===== src/rtl/fifo_pkg.sv =====
// rtl/fifo_pkg.sv - shared pointer helpers for the async FIFO write/read blocks
//
// Contents:
//   FIFO_AW  default address width of the FIFO
//   DEPTH    default FIFO depth (2**FIFO_AW)
//   PTR_MAX  widest pointer the helpers handle
//   bin2gray binary -> Gray conversion; callers zero-extend to PTR_MAX bits
//            and size-cast the result back to their own pointer width
//   gray2bin Gray -> binary conversion; same calling convention, so the
//            zero-extension keeps the upper prefix XOR at zero
package fifo_pkg;

  localparam int FIFO_AW = 8;
  localparam int DEPTH   = 1 << FIFO_AW;
  localparam int PTR_MAX = 32;

  function automatic logic [PTR_MAX-1:0] bin2gray(input logic [PTR_MAX-1:0] b);
    return b ^ (b >> 1);
  endfunction

  function automatic logic [PTR_MAX-1:0] gray2bin(input logic [PTR_MAX-1:0] g);
    logic [PTR_MAX-1:0] b;
    b[PTR_MAX-1] = g[PTR_MAX-1];
    for (int i = PTR_MAX - 2; i >= 0; i--) begin
      b[i] = b[i+1] ^ g[i];
    end
    return b;
  endfunction

endpackage


===== src/rtl/synchronizer_w.sv =====
// rtl/synchronizer_w.sv - two-flop synchronizer bringing the Gray read pointer into wclk
//
// Ports:
//   wclk      write-domain clock
//   wrst_n    asynchronous active-low reset
//   rptr      Gray read pointer from the read domain (asynchronous to wclk)
//   wq2_rptr  read pointer after two wclk flops
module synchronizer_w #(
  parameter int width = 8
) (
  input  logic             wclk,
  input  logic             wrst_n,
  input  logic [width:0]   rptr,
  output logic [width:0]   wq2_rptr
);

  logic [width:0] wq1_rptr;

  always_ff @(posedge wclk or negedge wrst_n) begin
    if (!wrst_n) begin
      wq1_rptr <= '0;
      wq2_rptr <= '0;
    end else begin
      wq1_rptr <= rptr;
      wq2_rptr <= wq1_rptr;
    end
  end

endmodule


===== src/rtl/fifo_wptr_full.sv =====
// rtl/fifo_wptr_full.sv - write pointer, RAM write address and full flag of the async FIFO
//
// Optional feature: define ALMOST_FULL_EN to add the registered wafull output.
//
// Parameters:
//   width      address bits; depth is 2**width, pointers are width+1 bits
//   AF_MARGIN  free-slot threshold for wafull (only with ALMOST_FULL_EN)
//
// Ports:
//   wclk       write-domain clock
//   wrst_n     asynchronous active-low reset, clears every flop
//   winc       write request; accepted when wfull is low
//   rptr       Gray read pointer from the read domain
//   waddr      RAM write address (low bits of the binary write pointer)
//   wptr       registered Gray write pointer for the read domain
//   wfull      registered full flag
//   woverflow  sticky: a write was attempted while full
//   wafull     registered almost-full flag (ALMOST_FULL_EN only)
module fifo_wptr_full
  import fifo_pkg::*;
#(
  parameter int width     = FIFO_AW,
  parameter int AF_MARGIN = 2
) (
  input  logic             wclk,
  input  logic             wrst_n,
  input  logic             winc,
  input  logic [width:0]   rptr,
  output logic [width-1:0] waddr,
  output logic [width:0]   wptr,
  output logic             wfull,
  output logic             woverflow
`ifdef ALMOST_FULL_EN
  ,
  output logic             wafull
`endif
);

  localparam int PW = width + 1;

  logic [width:0] wbin;
  logic [width:0] wbinnext;
  logic [width:0] wgraynext;
  logic [width:0] wq2_rptr;
  logic           wfull_next;

  synchronizer_w #(
    .width(width)
  ) u_sync (
    .wclk     (wclk),
    .wrst_n   (wrst_n),
    .rptr     (rptr),
    .wq2_rptr (wq2_rptr)
  );

  // Full is judged on the next-state pointer so the flag rises on the same
  // edge as the write that takes the last slot: the Gray write pointer equals
  // the synchronized read pointer with its two top bits inverted.
  always_comb begin
    wbinnext   = wbin + PW'(winc & ~wfull);
    wgraynext  = PW'(bin2gray(PTR_MAX'(wbinnext)));
    wfull_next = (wgraynext == {~wq2_rptr[width:width-1], wq2_rptr[width-2:0]});
  end

  always_ff @(posedge wclk or negedge wrst_n) begin
    if (!wrst_n) begin
      wbin      <= '0;
      wptr      <= '0;
      wfull     <= 1'b0;
      woverflow <= 1'b0;
    end else begin
      wbin      <= wbinnext;
      wptr      <= wgraynext;
      wfull     <= wfull_next;
      woverflow <= woverflow | (winc & wfull);
    end
  end

  assign waddr = wbin[width-1:0];

`ifdef ALMOST_FULL_EN
  localparam logic [width:0] AF_LEVEL = PW'((1 << width) - AF_MARGIN);

  logic [width:0] rbin_s;
  logic [width:0] used;

  // Occupancy is taken modulo 2**(width+1); the stale synchronized read
  // pointer only ever overstates it, so the flag errs towards early warning.
  always_comb begin
    rbin_s = PW'(gray2bin(PTR_MAX'(wq2_rptr)));
    used   = wbinnext - rbin_s;
  end

  always_ff @(posedge wclk or negedge wrst_n) begin
    if (!wrst_n) begin
      wafull <= 1'b0;
    end else begin
      wafull <= (used >= AF_LEVEL);
    end
  end
`endif

endmodule


===== config.mk =====
export PLATFORM = sky130hd
export DESIGN_NAME = fifo_wptr_full
export DESIGN_NICKNAME = d
export VERILOG_FILES = /design/src/rtl/fifo_pkg.sv /design/src/rtl/synchronizer_w.sv /design/src/rtl/fifo_wptr_full.sv
export SDC_FILE = /design/constraint.sdc
export NUM_CORES = 1
export LEC_CHECK = 0
export ABC_AREA = 1
export ABC_CLOCK_PERIOD_IN_PS = 3440
export CAP_MARGIN = 25
export CORE_UTILIZATION = 35
export DETAILED_ROUTE_END_ITERATION = 10
export PLACE_DENSITY = 0.61
export SLEW_MARGIN = 0
export SYNTH_ARGS = -nofsm -noshare
export SYNTH_HDL_FRONTEND = slang
export SYNTH_HIERARCHICAL = 1
export SYNTH_SLANG_ARGS = --single-unit

===== constraint.sdc =====
create_clock -name wclk -period 3.44 [get_ports wclk]
set_input_delay 0.516 -clock wclk [delete_from_list [all_inputs] [get_ports wclk]]
set_output_delay 0.516 -clock wclk [all_outputs]
set_load 0.01 [all_outputs]

# After elaboration in Yosys (flattened, before gate mapping)
# Index checks and enable logic that the tools add are counted.
word_totals:
  inputBits: 12
  out_inout_bits: 19
  elab_cells: 14
  ff_bits: 38
op_classes:
  addsub: 1
  bitwise_logic: 6
  n_eq_ne: 1
op_table:
  columns: ["op", "count"]
  rows:
  - ["adder 9 bit", 1]
  - ["bitwise AND 1 x 9 -> 9 bit", 1]
  - ["equality test 9 bit", 1]
  - ["inverter 1 -> 9 bit", 1]
  - ["XOR 9 x 8 -> 9 bit", 1]
  - ["inverter 2 bit", 1]
  - ["bitwise AND 1 bit", 1]
  - ["bitwise OR 1 bit", 1]

# Depth between registers and ports, before layout
logic_depth:
  depth_word: 5
  depth_mapped: 15
  depth_no_buf: 15

# By module
# The synthesis kept the hierarchy.
by_module_without_submodules:
  columns: ["mod", "cells_each", "n_inst", "area_each_um2", "seq_area_each_um2"]
  rows:
  - ["fifo_wptr_full", 168, 1, 1137.3, 475.5]
  - ["synchronizer_w", 18, 1, 450.4, 450.4]

# Worst setup path before layout
# OpenSTA, ideal clock, no wires.
synth_path:
  path_type: "in2reg"
  start: "input port winc"
  end: "register wfull"
  setup_time_ns: 0.071
  stages: 14
  t_required_ns: 3.369
  n_path_buf: 0
  path_slack_ns: 1.416
  t_arrival_ns: 1.953
  path_cell_list: "inv_1 -> nor2_1 -> ha_1 -> ha_1 -> or2_2 -> nand2_1 -> nand2_1 -> nand2_1 -> nand3_1 -> nor2_1 -> nand2_1 -> nor2_1 -> nand2_1 -> nor2_1"
synth_between:
  elab_chain_cells: 4
synth_lines:
  columns: ["element", "line_no", "source"]
  rows:
  - ["start, declared", "fifo_wptr_full.sv:27", "input logic winc,"]
  - ["bitwise AND 1 x 9 -> 9 bit", "fifo_wptr_full.sv:60", "wbinnext = wbin + PW'(winc & ~wfull);"]
  - ["adder 9 bit", "fifo_wptr_full.sv:60", null]
  - ["via wbinnext[1]", "fifo_wptr_full.sv:42", "logic [width:0] wbinnext;"]
  - ["XOR 9 x 8 -> 9 bit", "fifo_pkg.sv:18", "return b ^ (b >> 1);"]
  - ["equality test 9 bit", "fifo_wptr_full.sv:62", "wfull_next = (wgraynext == {~wq2_rptr[width:width-1], wq2_rptr[width-2:0]});"]
  - ["via wfull_next", "fifo_wptr_full.sv:45", "logic wfull_next;"]
  - ["end signal, assigned", "fifo_wptr_full.sv:74", "wfull <= wfull_next;"]
  - ["end, declared", "fifo_wptr_full.sv:31", "output logic wfull,"]
# The timed path passes the listed nets, and every way through them passes these cells.

# Worst setup path after layout
# Same ends and word-level chain as after synthesis.

==> results.toml <==
[setup_path]
start_kind = "input pin"
required_ps = 3660
critical_path.reg2reg.startpoint = "wfull$_DFF_PN0_"
crit_arrival_ps = 2580
worstSetupEndpointType = "flip-flop"
timing.setup.critical_path_class = "input pin to flip-flop"
path_max_fanout = 6
source_of_the_critical_timing_path = "winc"

[route]
finalWirelength_um = 3000
route.detailed.vias_per_inst = 4.54
drt-pass1-iter-count = 4
drcViolationCount = 0
detailedRoute.firstIterationViolations = 109
num_vias = 1258
wire_per_inst_um = 10.8
ant_nets = 0

[floorplanning]
fp-row-count = 24
die-area_um2 = 4810
fp.dieH_um = 69.4
fp.dieW_um = 69.4
effective_utilization_at_floorplan = 0.365
core_um2 = 4350
ioPinCount = 31

[global_routing]
use_met1 = 0.183
globalRouteTotalUtil = 0.143
via_count_of_the_first_global_routing_pass = 1201
grt_first_pass_wirelength_um = 5260
antenna_found_initial = 0
remaining_global_route_overflow = 0
global_route.usage.met2 = 0.215
global_route.usage.met3 = 0.0407
top_usage_layer = "met2"
maximum_number_of_pins_on_one_net_before_global_route_repair = 21

[power_and_ir_drop]
pwr-share-clk = 0.258
power.sequential.fraction = 0.355
switching_share = 0.349
worst_vdd_rail_ir_drop_uv = 356
share_comb_of_total_power = 0.387
leakage_uw = 0.00107
power_report.internal_total_uw = 1100
netSwitchingPower_uw = 592
power_density_nw_per_um2 = 809

[sta]
layout_worst_path_cycle_share = 0.687
final-max-slew-violation-count = 0
rsz0062_at_grt = "no"
max_freq_mhz = 423
layout_setup_ws_ps = 1080
worst_hold_slack_ps = 349
totalNegativeSetupSlack_ps = 0
fin_crit_ps = 2360
worst_slew_margin_rel = 0.434
final-setup-viol-count = 0
finalClockSkew_ps = 5.72
final_hold_viol_count = 0
worstMarginPinSlew_ps = 846

[clocking]
clock-sinks = 37
ctsRootBufferMaster = "clkbuf_8"
insertion_delay_ps = 290
cts_buffers = 5
cts_tree = "yes"
cts_hold_repair.buffers = 0
cts-root-to-sink-buffers = 2
clock_tree.htree_level_count = 2
cts_post_setup_buffers_inserted = 0
post_cts_resized = 0
cts.reportedPaths.clkPinSlew_ps = 70

[cells_and_area]
layout.cells.most_common_list = "nand2_1, dfrtp_1, clkdlybuf4s50_1"
drive_gt1_frac = 0.0756
final_cell_count_no_fill = 277
layout_commonest_cell = "nand2_1"
area_growth_pct = 31.9
final.fill_count = 411
postLayoutCellArea_um2 = 2090
final_nets = 239
antenna_cells_inserted = 0

[worst_hold_path]
timing.hold.worst.start = "u_sync/wq1_rptr[3]$_DFF_PN0_"
class_of_the_tightest_hold_or_removal_check = "flip-flop to flip-flop"

[placed_design]
dp_hpwl_um = 2320
routabilityCongestion = 0.824
port_buffers = 30
dp.cells = 269
dpl-instance-area_um2 = 1960
pre_cts_slack_ps = 788

[yosys]
seq_area_frac_synth = 0.583
synth.lib_cells_used.distinct = 12
yosys_warnings = 6
synth_area_per_cell_um2 = 8.54
syn_area_um2 = 1590
synth-seq-cells = 37
netlist_instances = 186
syn_nets = 201

[run_status]
outcome = "finished, final reports clean"

[run]
total_of_max_cap_violations = 0
cells by family after synthesis:
| logic type | count (synthesis) | synth area share |
|---|---|---|
| AOI/OAI and AO/OA | 3 | 0.0110 |
| and+or+nand+nor | 120 | 0.328 |
| DFF | 37 | 0.583 |
| buffers and inverters | 23 | 0.0544 |
| adders and majority gates | 3 | 0.0236 |
flip-flops by register name (all words and copies together) (netlist names):
name,cells
u_sync/wq2_rptr,9
u_sync/wq1_rptr,9
wfull,1
wptr,8
wbin,9
woverflow,1
stage by stage:
step	util	power (uW)
3_5_place_dp	0.450	1270
3_3_place_gp	0.450	1250
5_1_grt	0.481	1820
2_1_floorplan	-	991
4_1_cts	0.481	1720
6_report	0.481	1690
Yosys cell counts:
cell / n / area share
nand2_1: 76 / 0.18
dfrtp_1: 37 / 0.58
nand3_1: 26 / 0.082
inv_1: 23 / 0.054
nor2_1: 8 / 0.019
nand2_2: 5 / 0.020
ha_1: 3 / 0.024
nand3b_1: 2 / 0.0095
nor2_4: 2 / 0.014
o21ai_0: 2 / 0.0063
a21o_1: 1 / 0.0047
or2_2: 1 / 0.0039
critical path, stage by stage:
cell,delay [ps]
clkdlybuf4s50_1,480
inv_1,40
nor2_1,120
ha_1,160
ha_1,270
or2_2,330
nand2_1,80
nand2_1,60
nand2_1,50
nand3_1,90
nor2_1,100
nand2_1,50
nor2_1,90
nand2_1,50
nor2_1,80
worst paths after layout:
path | endpoint | slack [ps] | cells after the start
setup / recovery | wfull$_DFF_PN0_ | 1080 | 15
hold / removal | u_sync/wq2_rptr[3]$_DFF_PN0_ | 350 | 0
setup reg to reg | wfull$_DFF_PN0_ | 1390 | 13
hold reg to reg | u_sync/wq2_rptr[3]$_DFF_PN0_ | 350 | 0
max in group asynchronous | wbin[0]$_DFF_PN0_ | 1980 | 2
min in group asynchronous | u_sync/wq2_rptr[5]$_DFF_PN0_ | 710 | 1
power by group through the flow:
stage          logic, uW  clock network, uW  registers [uW]
2_1_floorplan        353                  0             638
3_3_place_gp         642                  0             610
3_5_place_dp         657                  0             611
4_1_cts              661                455             602
5_1_grt              728                470             619
6_report             656                437             601
routing by layer:
| layer | routed length, um | up-vias |
|---|---|---|
| met5 | 0 | - |
| met4 | 66 | 0 |
| met3 | 149 | 4 |
| met2 | 1360 | 33 |
| met1 | 1420 | 568 |
| li1 | - | 653 |
cell type report:
class / count / area (um2) / area share
Sequential cell: 37 / 926 / 0.442
Clock buffer: 5 / 68.8 / 0.0329
Inverter: 23 / 86.3 / 0.0412
Timing Repair Buffer: 31 / 308 / 0.147
Multi-Input combinational cell: 126 / 576 / 0.275
Tap cell: 52 / 65.1 / 0.0311
Clock inverter: 3 / 65.1 / 0.0311
Note: power is estimated with default switching activity, not from simulation.
